File: src/rtl/sm_div_pkg.sv
// Shared types and sign-magnitude helpers for the sequential sm_divider.
// Helpers work on values zero-extended to SM_MAX_W bits; w is the real operand width.
package sm_div_pkg;

  typedef enum logic [1:0] {
    IDLE = 2'd0,
    CALC = 2'd1,
    DONE = 2'd2
  } state_t;

  localparam int SM_MAX_W = 64;

  // True when the magnitude field (bits w-2:0) is zero, so negative zero counts as zero.
  function automatic logic sm_is_zero(input logic [SM_MAX_W-1:0] v, input int w);
    logic [SM_MAX_W-1:0] mask;
    mask = (SM_MAX_W'(1) << (w - 1)) - SM_MAX_W'(1);
    return (v & mask) == '0;
  endfunction

  function automatic logic [SM_MAX_W-1:0] sm_normalize(input logic [SM_MAX_W-1:0] v,
                                                       input int w);
    return sm_is_zero(v, w) ? '0 : v;
  endfunction

endpackage

File: src/rtl/sm_divider_if.sv
// Request/result bundle for sm_divider, with the FSM state exposed for observation.
interface sm_divider_if
  import sm_div_pkg::*;
#(
  parameter int WIDTH = 8
);
  // Handshake: start is sampled only while idle or done; a/b are captured on that
  // accepting edge. busy is high throughout CALC, done pulses for exactly one cycle
  // and results plus flags hold until the next done.
  logic             start;
  logic [WIDTH-1:0] a;
  logic [WIDTH-1:0] b;
  logic             busy;
  logic             done;
  logic [WIDTH-1:0] quot;
  logic [WIDTH-1:0] rem;
  logic             dbz;
  logic             sf;
  logic             zf;
  state_t           state;

  modport master (
    output start, a, b,
    input  busy, done, quot, rem, dbz, sf, zf, state
  );

  modport slave (
    input  start, a, b,
    output busy, done, quot, rem, dbz, sf, zf, state
  );
endinterface

File: src/rtl/sm_div_step.sv
// One combinational restoring-division iteration on an M-bit magnitude.
module sm_div_step #(
  parameter int M = 7
) (
  input  logic [M-1:0] r,
  input  logic         bit_in,
  input  logic [M-1:0] d,
  output logic [M-1:0] r_next,
  output logic         q
);
  logic [M:0]   r_sh;
  logic [M-1:0] diff;

  // r < d on entry, so a successful subtract always fits back into M bits.
  always_comb begin
    r_sh   = {r, bit_in};
    q      = (r_sh >= {1'b0, d});
    diff   = r_sh[M-1:0] - d;
    r_next = q ? diff : r_sh[M-1:0];
  end
endmodule

File: src/rtl/sm_divider.sv
// Sequential sign-magnitude divider: truncated quotient and remainder, one bit per cycle.
module sm_divider
  import sm_div_pkg::*;
#(
  parameter int WIDTH = 8
) (
  input  logic         clk,
  input  logic         rst_n,
  sm_divider_if.slave  bus
);
  localparam int M  = WIDTH - 1;
  localparam int CW = $clog2(WIDTH);

  state_t           state;
  logic [CW-1:0]    cnt;
  logic [M-1:0]     dvd;
  logic [M-1:0]     rmd;
  logic [M-1:0]     dvs;
  logic             sa;
  logic             sb;
  logic             busy_q;
  logic             done_q;
  logic             dbz_q;
  logic             sf_q;
  logic             zf_q;
  logic [WIDTH-1:0] quot_q;
  logic [WIDTH-1:0] rem_q;

  logic             b_zero;
  logic [WIDTH-1:0] a_norm;
  logic [M-1:0]     rmd_next;
  logic             q_bit;
  logic [M-1:0]     quot_mag;
  logic             quot_sign;

  assign b_zero    = sm_is_zero(SM_MAX_W'(bus.b), WIDTH);
  assign a_norm    = WIDTH'(sm_normalize(SM_MAX_W'(bus.a), WIDTH));
  // Quotient bits enter dvd from the right as dividend bits leave from the left.
  assign quot_mag  = {dvd[M-2:0], q_bit};
  assign quot_sign = (sa ^ sb) & (|quot_mag);

  sm_div_step #(.M(M)) u_step (
    .r      (rmd),
    .bit_in (dvd[M-1]),
    .d      (dvs),
    .r_next (rmd_next),
    .q      (q_bit)
  );

  always_ff @(posedge clk or negedge rst_n) begin
    if (!rst_n) begin
      state  <= IDLE;
      cnt    <= '0;
      dvd    <= '0;
      rmd    <= '0;
      dvs    <= '0;
      sa     <= 1'b0;
      sb     <= 1'b0;
      busy_q <= 1'b0;
      done_q <= 1'b0;
      dbz_q  <= 1'b0;
      sf_q   <= 1'b0;
      zf_q   <= 1'b0;
      quot_q <= '0;
      rem_q  <= '0;
    end else begin
      case (state)
        IDLE, DONE: begin
          if (bus.start && b_zero) begin
            state  <= DONE;
            busy_q <= 1'b0;
            done_q <= 1'b1;
            dbz_q  <= 1'b1;
            sf_q   <= 1'b0;
            zf_q   <= 1'b1;
            quot_q <= '0;
            rem_q  <= a_norm;
          end else if (bus.start) begin
            state  <= CALC;
            busy_q <= 1'b1;
            done_q <= 1'b0;
            cnt    <= CW'(WIDTH - 1);
            dvd    <= bus.a[M-1:0];
            rmd    <= '0;
            dvs    <= bus.b[M-1:0];
            sa     <= bus.a[WIDTH-1];
            sb     <= bus.b[WIDTH-1];
          end else begin
            state  <= IDLE;
            busy_q <= 1'b0;
            done_q <= 1'b0;
          end
        end
        CALC: begin
          dvd <= quot_mag;
          rmd <= rmd_next;
          cnt <= cnt - CW'(1);
          if (cnt == CW'(1)) begin
            state  <= DONE;
            busy_q <= 1'b0;
            done_q <= 1'b1;
            dbz_q  <= 1'b0;
            sf_q   <= quot_sign;
            zf_q   <= ~(|quot_mag);
            quot_q <= {quot_sign, quot_mag};
            rem_q  <= {sa & (|rmd_next), rmd_next};
          end
        end
        default: begin
          state  <= IDLE;
          busy_q <= 1'b0;
          done_q <= 1'b0;
        end
      endcase
    end
  end

  assign bus.busy  = busy_q;
  assign bus.done  = done_q;
  assign bus.dbz   = dbz_q;
  assign bus.sf    = sf_q;
  assign bus.zf    = zf_q;
  assign bus.quot  = quot_q;
  assign bus.rem   = rem_q;
  assign bus.state = state;
endmodule

File: src/flat_wrapper.sv
// flat-port wrapper written by rule: the top's interface ports become plain ports
module sm_divider_flat import sm_div_pkg::*;
#(
  parameter int WIDTH = 8
)
  (clk, rst_n, bus_start, bus_a, bus_b, bus_busy, bus_done, bus_quot, bus_rem, bus_dbz, bus_sf, bus_zf, bus_state);
  sm_divider_if #(.WIDTH(WIDTH)) bus_i ();
  input  logic clk;
  input  logic rst_n;
  input wire logic [$bits(bus_i.start)-1:0] bus_start;
  input wire logic [$bits(bus_i.a)-1:0] bus_a;
  input wire logic [$bits(bus_i.b)-1:0] bus_b;
  output wire logic [$bits(bus_i.busy)-1:0] bus_busy;
  output wire logic [$bits(bus_i.done)-1:0] bus_done;
  output wire logic [$bits(bus_i.quot)-1:0] bus_quot;
  output wire logic [$bits(bus_i.rem)-1:0] bus_rem;
  output wire logic [$bits(bus_i.dbz)-1:0] bus_dbz;
  output wire logic [$bits(bus_i.sf)-1:0] bus_sf;
  output wire logic [$bits(bus_i.zf)-1:0] bus_zf;
  output wire logic [$bits(bus_i.state)-1:0] bus_state;
  assign bus_i.start = bus_start;
  assign bus_i.a = bus_a;
  assign bus_i.b = bus_b;
  assign bus_busy = bus_i.busy;
  assign bus_done = bus_i.done;
  assign bus_quot = bus_i.quot;
  assign bus_rem = bus_i.rem;
  assign bus_dbz = bus_i.dbz;
  assign bus_sf = bus_i.sf;
  assign bus_zf = bus_i.zf;
  assign bus_state = bus_i.state;
  sm_divider #(.WIDTH(WIDTH)) u_core (.clk(clk), .rst_n(rst_n), .bus(bus_i));
endmodule
File: config.mk
export PLATFORM = sky130hd
export DESIGN_NAME = sm_divider_flat
export DESIGN_NICKNAME = d
export VERILOG_FILES = /design/src/rtl/sm_div_pkg.sv /design/src/rtl/sm_divider_if.sv /design/src/rtl/sm_div_step.sv /design/src/rtl/sm_divider.sv /design/src/flat_wrapper.sv
export SDC_FILE = /design/constraint.sdc
export NUM_CORES = 1
export LEC_CHECK = 0
export ABC_AREA = 1
export CORE_MARGIN = 8
export CORE_UTILIZATION = 50
export DETAILED_ROUTE_END_ITERATION = 7
export PLACE_DENSITY = 0.83
export SLEW_MARGIN = 10
export SYNTH_ARGS = -nofsm -noshare
export SYNTH_HDL_FRONTEND = slang
export SYNTH_HIERARCHICAL = 1
export SYNTH_SLANG_ARGS = --single-unit
File: constraint.sdc
create_clock -name clk -period 2.8 [get_ports clk]
set_input_delay 0.42 -clock clk [delete_from_list [all_inputs] [get_ports clk]]
set_output_delay 0.42 -clock clk [all_outputs]
set_load 0.05 [all_outputs]
; ---- Word-level counts from Yosys, hierarchy flattened
; Index checks and enable logic that the tools add are counted.
[totals]
inputBits = 19
register_bits = 49
[op_classes]
mux = 35
reduce_logical = 11
magnitude_cmp = 1
bitwise_logic = 5
eq_ne = 7
addsub = 2
[ops]
columns = operator, n
row1 = $logic_not A64 Y1, 2
row2 = $mux W8, 5
row3 = $mux W7, 5
row4 = $pmux W8 S2, 2
row5 = $pmux W7 S2, 2
row6 = $reduce_or A7 Y1, 2
row7 = $mux W1, 10
row8 = $pmux W1 S2, 5
row9 = $reduce_and A3 Y1, 3
row10 = $ge A8 B7 Y1, 1
row11 = $sub A7 B7 Y7, 1
row12 = $mux W3, 2
row13 = $pmux W3 S2, 1
row14 = $mux W2, 2
row15 = $ne A2 B1 Y1 const B, 2
row16 = $ne A2 B2 Y1 const B, 2
row17 = $pmux W2 S2, 1
row18 = $eq A3 B1 Y1 const B, 1
row19 = $sub A3 B1 Y3 const B, 1
row20 = $and A1 B1 Y1, 2
row21 = $eq A2 B1 Y1 const B, 1
row22 = $eq A2 B2 Y1 const B, 1
row23 = $logic_not A2 Y1, 1
row24 = $not A1 Y1, 2
row25 = 4 further kinds, 4

; ---- Longest topological paths before layout
[logic_depth]
depth_word = 6
depth_mapped = 17
depth_no_buf = 17

; ---- Hierarchy
; The synthesis kept the hierarchy.
[by_module_without_submodules]
columns = module, area_each_um2, instances, seq_area_each_um2, cells_per_inst
row1 = sm_divider, 2172.1, 1, 1176.1, 272
row2 = sm_div_step, 498.0, 1, 0.0, 93

; ---- Least setup slack after synthesis
; No wires, ideal clock.
[synth_path]
path_type = register to register
from = register u_core.dvd[6]
to = register u_core.rem_q[7], in the netlist u_core/bus.rem[7]
stages_incl_launch_ff = 18
arrival_time_ps = 1987
setup_slack_ps = 695
n_path_buf = 0
t_required_ps = 2682
path_cell_list = dfrtp_1 -> inv_1 -> ha_1 -> fa_1 -> inv_1 -> nand2_1 -> nand2_1 -> nand2_1 -> o21ai_0 -> nand2_1 -> nand3_1 -> nand2_1 -> nor2_1 -> nand2_1 -> o21ai_0 -> nand2_1 -> nand3_1 -> nand2_1
[synth_via]
elab_chain_cells = 6
[synth_rtl]
columns = item, line
row1 = from (decl), sm_divider.sv:16  ; logic [M-1:0] dvd;
row2 = from (signal assigned), sm_divider.sv:83  ; dvd <= bus.a[M-1:0];
row3 = from (signal assigned), sm_divider.sv:95  ; dvd <= quot_mag;
row4 = $sub A7 B7 Y7 / $ge A8 B7 Y1 (equally long branches), "sm_div_step.sv:18, sm_div_step.sv:17"
row5 = $mux W7 (*), sm_div_step.sv:19  ; r_next = q ? diff : r_sh[M-1:0];
row6 = named net u_core.rmd_next[3], sm_divider.sv:31  ; logic [M-1:0] rmd_next;
row7 = $reduce_or A7 Y1 (*), sm_divider.sv:106  ; rem_q <= {sa & (|rmd_next), rmd_next};
row8 = $and A1 B1 Y1 (*), sm_divider.sv:106
row9 = $mux W8 (*), sm_divider.sv:98  ; if (cnt == CW'(1)) begin
row10 = $pmux W8 S2 (*), sm_divider.sv:67  ; case (state)
row11 = to (signal assigned), sm_divider.sv:77  ; rem_q <= a_norm;
row12 = to (signal assigned), sm_divider.sv:106
row13 = to (decl), sm_divider.sv:27  ; logic [WIDTH-1:0] rem_q;
; Mark *: on every way through the listed nets, which the timed path passes. The rest lies on a longest branch. The select of a mux whose other input is x is not followed.
; A chain may end at the register's enable or synchronous reset.

; ---- Worst setup path in the final report
; Same ends and word-level chain as after synthesis.

==> impl_metrics.toml <==
[synth]
yosys.area_share.simple_pct = 36.1
synth.distinct_cells = 27
ys_seq_area_share_pct = 44.0
synth.most_common_cell = "nand2_1"
ys_ff_latch = 47
synthAdderAreaFrac_pct = 4.97
synth_top_area_share_pct = 44.0
synth-xor-area-share_pct = 1.31
synth_fp_nets = 394
synth_top_family_by_area = "simple AND/OR/NAND/NOR gates"
synth_edf_count = 0
synth.cell_area_um2 = 2670
ys_top_cells_by_area = "dfrtp_1 44%, nand2_1 21%, nand3_1 7.9%"
synth_cells = 365
synth_area_leader_cell = "dfrtp_1"
async_reset_ff_share_pct = 100
ys_top_cells_by_count = "148 x nand2_1, 47 x dfrtp_1, 42 x nand3_1"
avgSynthCellArea_um2 = 7.32
ys_warn_count = 6
ys.flop_type = "dfrtp_1"
synth.area.mux_share_pct = 0
synth-compound-area-share_pct = 4.64

[clock_network]
tritoncts = "done"
htreeDepth = 2
holdBufCountCts = 0
insertion_delay_ps = 300
clk_pin_slew_worst_paths_ps = 90
cts_resized = 0
clockRootBuffer = "clkbuf_8"
clk_path_buf_depth = 2
cts_sinks = 47
cts_buffers = 5
cts_setup_buffers = 0

[die]
start_util_pct = 51.9
io_pins = 42
dieHeight_um = 89.1
placeableCoreArea_um2 = 5140
die_w_um = 89.1
dieArea_um2 = 7930
fp-row-count = 26

[routing]
drt_iter0_markers = 264
num_vias = 2392
avgRoutedWirePerCell_um = 12.7
drc_errors = 0
finalWirelength_mm = 6.00
vias_per_cell = 5.07
postRouteAntennaNets = 0
first_pass_iters = 4

[timing]
finalSetupViolCount = 0
skew_ps = 5.62
drv_slew = 0
finalSetupTns_ps = 0
rsz0062_at_grt = "false"
fmax_mhz = 429
period_minus_slack_ps = 2330
worst_slew_pin_slew_ps = 1010
slew_headroom_pct = 33.0
final_hold_viol_count = 0
fin_crit_sh_pct = 83.2

[global_routing]
grt_max_degree = 48
track_usage_pct = 16.2
grt_pass1_vias = 2221
grt_pass1_wl_mm = 10.1
grt_overflow = 0
antenna_found_initial = 0

[pwr]
ir_drop_uv = 799
p_leak_nw = 1.74
p_per_area_nw_per_um2 = 1380

[critical_path]
r2r_slack_ps = 470
cpMaxStageDelayCell = "fa_1"
worstSetupPathType = "flip-flop to flip-flop"
endpoint_kind = "flip-flop"
slowest_delay_ps = 410
cpMostUsedCell = "nand2_1"
critPathArrivalTime_ps = 2520
critPathMaxFanout = 5
crit_path_start_kind = "flip-flop"
critPathRequiredTime_ps = 2990
path_cells = "inv_1 > ha_1 > fa_1 > inv_1 > nand2_1 > nand2_1 > nand2_1 > o21ai_0 > nand2_1 > nand3_1 > nand2_1 > nor2_1 > nand2_1 > o21ai_0 > nand2_1 > nand3_1 > nand2_1"

[layout]
drive_gt1_share_pct = 5.22
instances_no_fill = 472
antenna_cells = 0
nNetsFinal = 431
syn2layout_area_growth_pct = 19.8

[placement]
io_buffers = 41
gp_congestion = 0.889
dp_cells = 465
hpwl_mm = 4.54

[flow_run]
cap_violations = 0

[outcome]
outcome = "finished, final reports clean"

[worst_hold_path]
hold_path_class = "input port to async pin"
==> routing by layer <==
metal	vias up	global-route usage, %	share of wire [%]
met2	105	24.9	46
met3	5	3.68	7.0
met1	1074	22.0	46
li1	1208	-	-
met5	-	0	0
met4	0	4.98	1.2
==> worst max-delay path: cells and delay by family, from the launching register on <==
family,cells,cell delay [ps]
compound gates,2,210
simple gates,11,870
fa+ha+maj,2,640
flops,1,350
buf+inv,2,160
==> layout by cell type, fill, tap and decap left out <==
cell type	netlist	layout
nand2_1	148	148
dfrtp_1	47	47
nand3_1	42	42
clkdlybuf4s50_1	0	40
inv_1	40	40
nor2_1	26	26
o21ai_0	12	12
ha_1	9	9
o21ai_1	7	7
clkbuf_8	0	5
inv_2	3	3
xnor2_1	3	3
nor2_2	2	2
nand2_2	2	2
nand4_1	2	2
bufinv_16	0	1
clkinvlp_4	0	1
buf_2	5	1
nor2_8	1	1
nand2_4	1	1
nor3_1	1	1
o21a_1	1	1
buf_4	5	1
or2_4	1	1
a21oi_4	1	1
nand3_4	1	1
a21oi_1	1	1
xor2_1	1	1
fa_1	1	1
==> power breakdown <==
| group | switching [mW] | internal [mW] |
|---|---|---|
| Clock | 0.229 | 0.261 |
| Sequential | 0.191 | 0.967 |
| Combinational | 1.85 | 0.910 |
| Total | 2.27 | 2.14 |
==> final cells by class <==
class                      instances  area, um2
fill                             486       1940
multi-input combinational        263       1250
sequential                        47       1180
timing repair buffer              42        413
inverter                          43        161
tap                               70       87.6
clock buffer                       5       68.8
clock inverter                     2       37.5
==> sequential cells by signal, indices dropped and copies added (netlist names), 3 cells and up <==
signal and count:
u_core/bus.quot 8, u_core/bus.rem 8, u_core/dvd 7, u_core/dvs 7
u_core/rmd 7, u_core/cnt 3
==> cells by family (layout without fill, tap and decap cells) <==
kind of cell	after synthesis	in the layout
buf+inv	55	92
fa+ha+maj	10	10
xor+xnor	4	4
flops	47	47
simple gates	227	227
compound gates	22	22
==> per-stage QoR <==
| stage | utilization (%) | instance area (um2) | worst slack [ps] | total power [mW] | hold slack (ps) |
|---|---|---|---|---|---|
| finish | 62.2 | 3200 | 471 | 4.41 | 278 |
| global route | 62.2 | 3200 | 247 | 4.82 | 352 |
| CTS | 62.2 | 3200 | 488 | 4.42 | 325 |
| detailed placement | 60.2 | 3090 | 508 | 3.93 | 458 |
| global placement | 60.2 | 3090 | 568 | 3.87 | 455 |
| floorplan | - | 2670 | 695 | 3.29 | 124 |
==> path summary, 6_finish.rpt <==
path | from | endpoint | cells past startpoint
worst max-delay path | u_core/dvd[6] | u_core/bus.rem[7] | 17
worst min-delay path | rst_n | u_core/bus.zf | 1
worst max register to register | u_core/dvd[6] | u_core/bus.rem[7] | 17
worst min register to register | u_core/bus.quot[0] | u_core/bus.quot[0] | 2
max in group asynchronous | rst_n | u_core/dvs[0] | 1
min in group clk | u_core/bus.quot[0] | u_core/bus.quot[0] | 2
Power figures use the tool's default switching activity.
